### config.mk
export PLATFORM = sky130hd
export DESIGN_NAME = sprite_pixel_fetch
export DESIGN_NICKNAME = d
export VERILOG_FILES = /design/src/rtl/sprite_pixel_fetch.sv
export SDC_FILE = /design/constraint.sdc
export NUM_CORES = 1
export LEC_CHECK = 0
export BUFFER_PORTS_ARGS = -buffer_cell sky130_fd_sc_hd__buf_2
export CORE_UTILIZATION = 48
export CTS_CLUSTER_DIAMETER = 200
export DETAILED_ROUTE_END_ITERATION = 12
export PLACE_DENSITY = 0.86
export SLEW_MARGIN = 20
export SYNTH_ARGS = -nofsm -noshare
export SYNTH_HDL_FRONTEND = slang
export SYNTH_SLANG_ARGS = --single-unit
### constraint.sdc
create_clock -name clk -period 2.7 [get_ports clk]
set_clock_uncertainty 0.15 [all_clocks]
set_input_delay 0.27 -clock clk [delete_from_list [all_inputs] [get_ports clk]]
set_output_delay 0.27 -clock clk [all_outputs]
set_load 0.01 [all_outputs]
### src/rtl/sprite_pixel_fetch.sv
// Single-sprite pixel fetch: box test, glyph ROM addressing and transparency keying, 3-cycle fixed latency.
// Optional horizontal mirroring is built when SPRITE_FLIP_EN is defined.
module sprite_pixel_fetch #(
    parameter int DATA_WIDTH = 24,
    parameter int ADDR_WIDTH = 12,
    parameter int GLYPH_BITS = 4,
    parameter logic [DATA_WIDTH-1:0] TRANSPARENT_KEY = 24'hFF00FF
) (
    input  logic                  clk,
    input  logic                  rst_n,
    input  logic [9:0]            hcount,
    input  logic [9:0]            vcount,
    input  logic                  pix_valid,
    input  logic                  frame_start,
    input  logic                  upd_valid,
    output logic                  upd_ready,
    input  logic [9:0]            upd_x,
    input  logic [9:0]            upd_y,
    input  logic [GLYPH_BITS-1:0] upd_glyph,
`ifdef SPRITE_FLIP_EN
    input  logic                  upd_hflip,
`endif
    output logic [ADDR_WIDTH-1:0] rom_addr,
    input  logic [DATA_WIDTH-1:0] rom_q,
    output logic                  px_valid,
    output logic                  px_hit,
    output logic [DATA_WIDTH-1:0] px_rgb
);

    // Handshake: an update transfers on a rising edge where upd_valid && upd_ready.
    typedef enum logic {
        IDLE    = 1'b0,
        PENDING = 1'b1
    } state_t;

    state_t state, state_next;
    logic   accept, commit;

    logic [9:0]            stg_x, stg_y, act_x, act_y;
    logic [GLYPH_BITS-1:0] stg_glyph, act_glyph;
    logic                  sprite_en;
`ifdef SPRITE_FLIP_EN
    logic                  stg_hflip, act_hflip;
`endif

    always_ff @(posedge clk or negedge rst_n) begin
        if (!rst_n) state <= IDLE;
        else        state <= state_next;
    end

    always_comb begin
        state_next = state;
        upd_ready  = 1'b0;
        accept     = 1'b0;
        commit     = 1'b0;
        case (state)
            IDLE: begin
                upd_ready = 1'b1;
                if (upd_valid) begin
                    accept     = 1'b1;
                    state_next = PENDING;
                end
            end
            PENDING: begin
                if (frame_start) begin
                    commit     = 1'b1;
                    state_next = IDLE;
                end
            end
            default: state_next = IDLE;
        endcase
    end

    always_ff @(posedge clk or negedge rst_n) begin
        if (!rst_n) begin
            stg_x     <= '0;
            stg_y     <= '0;
            stg_glyph <= '0;
        end else if (accept) begin
            stg_x     <= upd_x;
            stg_y     <= upd_y;
            stg_glyph <= upd_glyph;
        end
    end

    // Active copy only changes at frame start, so the visible sprite never tears.
    always_ff @(posedge clk or negedge rst_n) begin
        if (!rst_n) begin
            act_x     <= '0;
            act_y     <= '0;
            act_glyph <= '0;
            sprite_en <= 1'b0;
        end else if (commit) begin
            act_x     <= stg_x;
            act_y     <= stg_y;
            act_glyph <= stg_glyph;
            sprite_en <= 1'b1;
        end
    end

`ifdef SPRITE_FLIP_EN
    always_ff @(posedge clk or negedge rst_n) begin
        if (!rst_n) begin
            stg_hflip <= 1'b0;
            act_hflip <= 1'b0;
        end else begin
            if (accept) stg_hflip <= upd_hflip;
            if (commit) act_hflip <= stg_hflip;
        end
    end
`endif

    // 11-bit differences keep a sprite near column 1023 from wrapping onto column 0.
    logic [10:0]               dx, dy;
    logic                      in_box;
    logic [3:0]                col;
    logic [GLYPH_BITS+7:0]     addr_raw;

    always_comb begin
        dx     = {1'b0, hcount} - {1'b0, act_x};
        dy     = {1'b0, vcount} - {1'b0, act_y};
        in_box = sprite_en & pix_valid
               & (hcount >= act_x) & (dx < 11'd16)
               & (vcount >= act_y) & (dy < 11'd16);
`ifdef SPRITE_FLIP_EN
        col    = act_hflip ? (4'd15 - dx[3:0]) : dx[3:0];
`else
        col    = dx[3:0];
`endif
        addr_raw = {act_glyph, dy[3:0], col};
    end

    logic v1, h1, v2, h2;

    always_ff @(posedge clk or negedge rst_n) begin
        if (!rst_n) begin
            rom_addr <= '0;
            v1       <= 1'b0;
            h1       <= 1'b0;
            v2       <= 1'b0;
            h2       <= 1'b0;
        end else begin
            rom_addr <= in_box ? ADDR_WIDTH'(addr_raw) : '0;
            v1       <= pix_valid;
            h1       <= in_box;
            v2       <= v1;
            h2       <= h1;
        end
    end

    logic opaque;
    assign opaque = h2 & (rom_q != TRANSPARENT_KEY);

    always_ff @(posedge clk or negedge rst_n) begin
        if (!rst_n) begin
            px_valid <= 1'b0;
            px_hit   <= 1'b0;
            px_rgb   <= '0;
        end else begin
            px_valid <= v2;
            px_hit   <= opaque;
            px_rgb   <= opaque ? rom_q : '0;
        end
    end

endmodule
==> results of run 1 <==
## power groups by stage
stage / Combinational (uW) / Sequential (uW) / Clock [uW]
2_1_floorplan: 1210 / 1720 / 0
4_1_cts: 1680 / 1750 / 946
3_5_place_dp: 1610 / 1770 / 0
5_1_grt: 2000 / 1780 / 1020
3_3_place_gp: 1570 / 1750 / 0
6_report: 1820 / 1740 / 935
## layer usage
layer | share of wire | global-route usage | up-vias
met3 | 0.033 | 0.04046 | 14
met1 | 0.43 | 0.2772 | 1599
met2 | 0.52 | 0.3716 | 86
li1 | - | - | 1608
met5 | 0 | 0 | -
met4 | 0.017 | 0.07348 | 0
## final cells by class
type                    count  area [um2]
flip-flops and latches     92        2302
multi-input cells         226        1961
well taps                 108       135.1
clock inverters             7       81.33
fillers                   621        2804
inverters                  25       93.84
clock buffers               9       123.9
repair buffers            179        1220
## repair_timing
action / in CTS / in global routing
resized for setup: 3 / 18
setup buffers: 1 / 3
setup endpoints to repair: 11 / 13
hold endpoints to repair: 94 / 1
hold buffers: 50 / 1
pin swaps: 2 / 16
## critical path, cell delays in order, from the launching register on
cell and delay [ps]:
sky130_fd_sc_hd__dfrtp_1 380, sky130_fd_sc_hd__ha_2 200, sky130_fd_sc_hd__inv_2 50, sky130_fd_sc_hd__fa_2 390
sky130_fd_sc_hd__and3_4 160, sky130_fd_sc_hd__o41a_1 360, sky130_fd_sc_hd__nor4_4 330, sky130_fd_sc_hd__o2111ai_4 240
sky130_fd_sc_hd__buf_6 210, sky130_fd_sc_hd__nor3_4 150
## through the flow
step / instance area [um2] / total power (uW)
6_report: 5917 / 4495
5_1_grt: 5917 / 4801
4_1_cts: 5783 / 4376
3_5_place_dp: 5057 / 3385
3_3_place_gp: 5057 / 3325
2_1_floorplan: 4309 / 2933
## worst paths after layout
kind / start / endpoint / slack, ps / cells past startpoint
max in group asynchronous: rst_n / stg_glyph[1] / 1450 / 3
min: hcount[0] / rom_addr[0] / 130 / 4
max: act_x[0] / rom_addr[2] / 10 / 9
max reg2reg: act_x[0] / rom_addr[2] / 10 / 9
min in group asynchronous: rst_n / px_rgb[6] / 280 / 2
min reg2reg: v1 / v2 / 210 / 0
## state kept, by name (all words and copies together) (netlist names), 4 cells and up
signal,cells
stg_glyph,4
px_rgb,24
act_glyph,4
rom_addr,12
stg_x,10
act_x,10
act_y,10
stg_y,10
## kinds of logic after synthesis
group,count (synthesis)
flops,92
compound gates,53
xor+xnor,5
fa+ha+maj,22
mux,49
simple gates,97
buf+inv,36
## cell usage after synthesis, types with 2 or more instances
cell	count
sky130_fd_sc_hd__dfrtp_1	92
sky130_fd_sc_hd__mux2_2	48
sky130_fd_sc_hd__inv_1	25
sky130_fd_sc_hd__and2_1	24
sky130_fd_sc_hd__ha_1	20
sky130_fd_sc_hd__nand2_1	18
sky130_fd_sc_hd__a21oi_1	14
sky130_fd_sc_hd__o21ai_0	11
sky130_fd_sc_hd__nor2_1	9
sky130_fd_sc_hd__nor3_2	9
sky130_fd_sc_hd__clkbuf_1	8
sky130_fd_sc_hd__nor2b_1	8
sky130_fd_sc_hd__nand3_1	5
sky130_fd_sc_hd__nand4_1	5
sky130_fd_sc_hd__nor4b_1	5
sky130_fd_sc_hd__a211oi_1	4
sky130_fd_sc_hd__a211o_1	3
sky130_fd_sc_hd__a21o_1	3
sky130_fd_sc_hd__nor4_1	3
sky130_fd_sc_hd__o21a_1	3
sky130_fd_sc_hd__xor2_1	3
sky130_fd_sc_hd__a21oi_2	2
sky130_fd_sc_hd__a31oi_1	2
sky130_fd_sc_hd__and4_1	2
sky130_fd_sc_hd__buf_6	2
sky130_fd_sc_hd__fa_1	2
sky130_fd_sc_hd__xnor2_1	2
==> impl.org, run 1 <==
** GRT
- Global routing finished with a remaining overflow of 0.
- Number of global-route vias before repair :: 3,396
- Entering global routing, the biggest net connects 48 pins.
- The number of antenna violations at the first check in global routing is 0.
- Wire length of the first global-routing pass :: 16,250 um
- Total Routing Usage GR :: 0.2172

** Clock tree
- Clock Root Buffer :: sky130_fd_sc_hd__clkbuf_8
- Clock tree sinks :: 92
- Clock-pin slew reported for the worst setup and hold paths after clock tree synthesis :: 110 ps
- TritonCTS built the clock tree.
- The H-tree generated during clock tree synthesis spans 3 levels.
- Clk_lat worst skew :: 360 ps
- Counting the buffers created by CTS gives 9.
- Number of buffers between clock root and the deepest sink :: 2

** Placement
- At the placement stage, the worst setup path has a slack of -171.2 ps.
- The congestion estimate from routability-driven global placement came to 0.8674.
- Detailed placement ended at an HPWL of 6775 um.
- Buffers placed on the I/O ports in this run total 111.
- The number of placed instances, taps included, is 575.

** Power and ir drop
- Net switching power :: 1656 uW
- In this run the power density over the cells is 759.6 nW/um2.
- Sequential fraction of design power :: 0.387
- Relative contribution of the clock network to total power :: 0.208
- Design internal power :: 2839 uW
- Worst vdd ir :: 0.4052 mV
- The share of total power dissipated in combinational logic is 0.405.
- Of the total power, the share spent switching nets is 0.3684.
- Leakage :: 0.002946 uW

** Logic synthesis
- XOR/XNOR share of the synthesized area :: 0.01016
- After technology mapping, the gate count stands at 354.
- After synthesis, the share of flip-flops with an asynchronous set or reset is 1.000.
- Yosys attributes the largest share of cell area to sky130_fd_sc_hd__dfrtp_1, sky130_fd_sc_hd__mux2_2, sky130_fd_sc_hd__ha_1, sky130_fd_sc_hd__and2_1, sky130_fd_sc_hd__inv_1.
- Of the total synthesized cell area, the portion taken by full adders, half adders and majority gates is 0.06736.
- The average instance in the mapped netlist occupies 12.17 um2.
- Of the post-synthesis cell area, the dominant cell type holds 0.5343.
- Combinational family with the most area after synthesis :: simple AND/OR/NAND/NOR gates
- Most used DFF post-synth :: sky130_fd_sc_hd__dfrtp_1
- Area fraction in and, or, nand and nor cells after synthesis :: 0.1411
- The largest total area in the synthesized netlist belongs to sky130_fd_sc_hd__dfrtp_1.
- In this run, distinct cell masters in the synthesized netlist total 49.
- Yosys printed 0 warnings.
- The share of the synthesized area in compound gates (AO/OA/AOI/OAI) was 0.08420.
- The number of nets handed over by synthesis was 449.
- After synthesis the cells add up to 4309 um2.
- Yosys mapped a number of flops with a built-in enable equal to 0.
- Mux cell area share after synthesis :: 0.1278
- Post-synthesis sequential area ratio :: 0.5343
- The synthesized design contains 92 register bits.

** Detailed routing
- Once detail routing completed, the nets flagged for antenna violations numbered 0.
- Summing over every cut layer, the via total after detailed routing is 3,307.
- Drt drc :: 0
- Wire length reported by the detailed router :: 9809 um
- After the first detailed-routing iteration, the DRC count stood at 88.
- Number of iterations in the first detailed-routing pass :: 4
- Average wire per cell in the routed design :: 15.18 um
- Per-cell via count in the routed design :: 5.119

** STA
- Setup tns final :: 0 ps
- The worst path meets setup with 14.03 ps of slack.
- Post-layout minimum cycle time :: 2686 ps
- Headroom to the max-slew limit came out at 0.5194.
- Setup violations, final :: 0
- Maximum clock frequency :: 372.3 MHz
- Final hold slack :: 135.0 ps
- The final hold violation count is 0.
- Of the available clock period, the critical path in the final layout requires 0.9948.
- Slew of the pin with the lowest slew margin :: 718.7 ps
- Max Slew Vio Count :: 0
- Setup repair after global routing could not meet its margin everywhere.

** Critical path
- Kind of capture point of the worst setup path :: flop
- Critical Setup Path Class :: flop to flop
- STA puts the critical path data arrival time at 2830 ps.
- Max FO, Critical Path :: 6
- Worst path required time :: 2840 ps
- The worst setup path is launched from a flop.

** Die
- The floorplan step defined a die boundary enclosing 9361 um2.
- Top-level I/O count :: 112
- The floorplan has 34 rows.
- For this configuration, the core starts out at a cell density of 0.4941.
- Die boundary height :: 96.75 um
- Die Wd :: 96.75 um
- The floorplan step defined a core boundary enclosing 8721 um2.

** Final layout
- Most common cell after layout, fill and taps aside :: sky130_fd_sc_hd__buf_2
- The net count of the finished layout is 628.
- The top cell types in the final layout, fill and taps aside, are sky130_fd_sc_hd__buf_2, sky130_fd_sc_hd__dfrtp_1, sky130_fd_sc_hd__dlygate4sd3_1, sky130_fd_sc_hd__mux2_2.
- Of the cells placed in the final design, the portion with a size suffix greater than 1 is 0.4071.
- Relative to the synthesized area, the layout overhead comes to 37.31%.
- Count of non-filler cells in the finished layout :: 646
- For this run, the share of the core covered by cells in the final layout is 0.6785.
- Antenna Cells :: 0

** Outcome
- Run status :: finished, final reports clean

** Min path
- Kind of path behind the tightest hold check :: input pin to flop

** Run
- Max-cap viol count :: 0
Power figures use the tool's default switching activity.
==> run 2, diff against run 1 <==
- ABC_CLOCK_PERIOD_IN_PS: not set -> 2900
- CORE_UTILIZATION: 48 -> 50
- CTS_CLUSTER_DIAMETER: 200 -> not set
- clock period: 2.7 -> 2.9 ns (I/O delays scaled with it)
==> run 2 against run 1 <==
Global-route usage increased by 2.3 points. Routed wire length increased by 5.4%. Total power fell by 7.6%. Count of clock-buffer cells in the layout grew 2.
==> impl.org, run 2 (synthesized netlist as in run 1, its figures left out) <==
** Outcome
- The run finished with clean final reports.

** Final layout
- The number of antenna repair diodes is 0 (unchanged).
- The area occupied by registers came to 2302 um2 (unchanged).
- More flip-flops sit in one register than any other, and that register is px_rgb.
- Post-layout net count :: 615 (-2.1%)
- Area of the multi-input gates :: 1869 um2 (-4.7%)
- Compared with the post-synthesis result, the final layout area differs by 33.04%.
- Largest register FFs :: 24 (unchanged)
- The largest registers in the layout are px_rgb x24, rom_addr x12.
- Most common cell after layout, fill and taps aside :: sky130_fd_sc_hd__buf_2
- The share of final-layout standard cells stronger than drive strength 1 was 0.3848 (-0.02230).
- Number of filler instances in the final layout :: 608 (-2.1%)
- In the layout the commonest cells are sky130_fd_sc_hd__buf_2, sky130_fd_sc_hd__dfrtp_1, sky130_fd_sc_hd__mux2_2, sky130_fd_sc_hd__dlygate4sd3_1, sky130_fd_sc_hd__inv_1.
- Count of non-filler cells in the finished layout :: 630 (-2.5%)

** Detailed routing
- Wire length reported by the detailed router :: 10,330 um (+5.4%)
- Per-cell via count in the routed design :: 5.363 (+4.8%)
- The via count of the routed design is 3,379 (+2.2%).
- Post-DRT Antenna Nets :: 0 (unchanged)
- Number of iterations in the first detailed-routing pass :: 4 (unchanged)
- Drt drc :: 0 (unchanged)
- The violation count after the first detailed-routing iteration came to 161 (+83%).
- Average wire per cell in the routed design :: 16.40 um (+8.0%)

** GRT
- The via count of the first global-routing pass was 3,424 (+0.82%).
- Wire length of the first global-routing pass :: 15,900 um (-2.1%)
- The number of antenna violations at the first check in global routing is 0 (unchanged).
- The residual overflow from global routing was 0 (unchanged).
- The overall global routing resource usage came to 0.2400 (+0.02282).
- Maximum number of pins on one net before global-route repair :: 93 (+94%)

** Critical path
- The largest individual stage delay along the critical path comes from the cell sky130_fd_sc_hd__fa_1.
- The critical path is of the flop to flop type.
- The data arrival time of the critical path is 2890 ps (+60 ps).
- The critical path goes through ha_1, inv_1, fa_1, and3_2, o41a_1, nor4_2, o2111ai_2, buf_4, nor3_2.
- Critical path launch point type :: flop
- CP delay by family, top :: simple AND/OR/NAND/NOR gates
- Crit path buf inv count :: 2 (unchanged)
- Worst path required time :: 3040 ps (+200 ps)
- Kind of capture point of the worst setup path :: flop
- The worst stage delay on the critical path was 390 ps (about the same).
- Max FO, Critical Path :: 7 (+1)

** Clock tree
- The number of buffers on the longest clock path came to 2 (unchanged).
- Clock Root Buffer :: sky130_fd_sc_hd__clkbuf_8
- The clock transition at the registers of the reported paths was 90 ps (-20 ps).
- TritonCTS built the clock tree.
- The buffer count from post-CTS setup fixing is 0 (-1).
- Total number of H-tree levels :: 3 (unchanged)
- The number of buffers created by CTS is 9 (unchanged).
- Clk_lat worst skew :: 370 ps (about the same)
- The number of sinks handled by clock tree synthesis is 92 (unchanged).

** STA
- Setup repair after global routing left no endpoint under its margin.
- Count of endpoints failing hold in the final timing report :: 0 (unchanged)
- The final-layout setup total negative slack came to 0 ps (unchanged).
- Slew margin rel. :: 0.5431 (+0.02376)
- Max Slew Vio Count :: 0 (unchanged)
- The period utilization was 0.9485 (-0.04631).
- The total of endpoints with negative setup slack in the final report is 0 (unchanged).
- The slew at the pin closest to its max-slew limit was 683.2 ps (-35.52 ps).
- Post-layout minimum cycle time :: 2751 ps (+64.66 ps)
- The maximum clock rate is 363.6 MHz (-2.4%).

** Placement
- Number of buffers added on ports :: 111 (unchanged)
- Cell total after placement :: 566 (-1.6%)
- HPWL after DPL :: 6748 um (-0.40%)
- The global placer's final weighted congestion came to 0.8984 (+3.6%).

** Die
- Top-level I/O count :: 112 (unchanged)
- The total core area came to 8258 um2 (-5.3%).
- Starting Density :: 0.5218 (+0.02770)
- Area enclosed by the die boundary :: 8994 um2 (-3.9%)
- Die Wd :: 94.84 um (-2.0%)
- Die boundary height :: 94.84 um (-2.0%)
- The cell row count came to 33 (-2.9%).

** Power and ir drop
- The worst ir drop on vdd was 0.3246 mV (-20%).
- Cell area power density :: 724.4 nW/um2 (-4.6%)
- Leakage :: 0.002823 uW (-4.2%)

** Run
- Max-cap viol count :: 0 (unchanged)

** Min path
- Kind of path behind the tightest hold check :: input pin to flop
[run 2: what timing repair did]
action	in CTS	in global routing
hold endpoints to repair	138	1
hold buffers	47	1
endpoints found under the setup margin	0	1
gates resized for setup	0	1
[run 2: layout make-up]
cell class                      count  share of cell area
Timing Repair Buffer              166              0.1925
Clock buffer                       11             0.02641
Tap cell                          105             0.02292
Clock inverter                      5             0.01419
Multi-Input combinational cell    226              0.3261
Inverter                           25             0.01637
Sequential cell                    92              0.4016
[run 2: per-stage QoR]
stage | power (uW) | util | setup WS (ps) | hold WS, ps | area (um2)
floorplan | 2731 | - | 380.6 | -155.6 | 4309
global placement | 3016 | 0.6065 | 154.5 | 182.4 | 5009
detailed placement | 3103 | 0.6065 | 49.80 | 187.9 | 5009
CTS | 4139 | 0.6917 | 127.1 | 3.004 | 5712
global route | 4422 | 0.6942 | 11.05 | 1.595 | 5733
finish | 4153 | 0.6942 | 149.4 | 9.581 | 5733
[run 2: worst paths after layout]
path,start,endpoint,slack (ps),cells after the start
setup reg to reg,act_x[0],rom_addr[11],150,9
hold / removal,rom_q[19],px_rgb[19],10,2
hold reg to reg,v2,px_valid,210,0
setup / recovery,act_x[0],rom_addr[11],150,9
max in group asynchronous,rst_n,stg_y[7],1870,3
min in group asynchronous,rst_n,stg_y[1],330,3
[run 2: report_power, final]
part,leakage (uW),switching [uW],internal (uW)
clock,0.000116,455,534
combinational,0.00154,826,718
sequential,0.00116,116,1500
[run 2: routing by layer]
layer  GRT usage  vias to the layer above  wire (um)  part of all wire
met5           0                        -          0                 0
met4      0.1023                        0        326             0.032
met3     0.06280                       29        514             0.050
met2      0.3975                      109       5340              0.52
met1      0.2967                     1666       4153              0.40
li1            -                     1575          -                 -
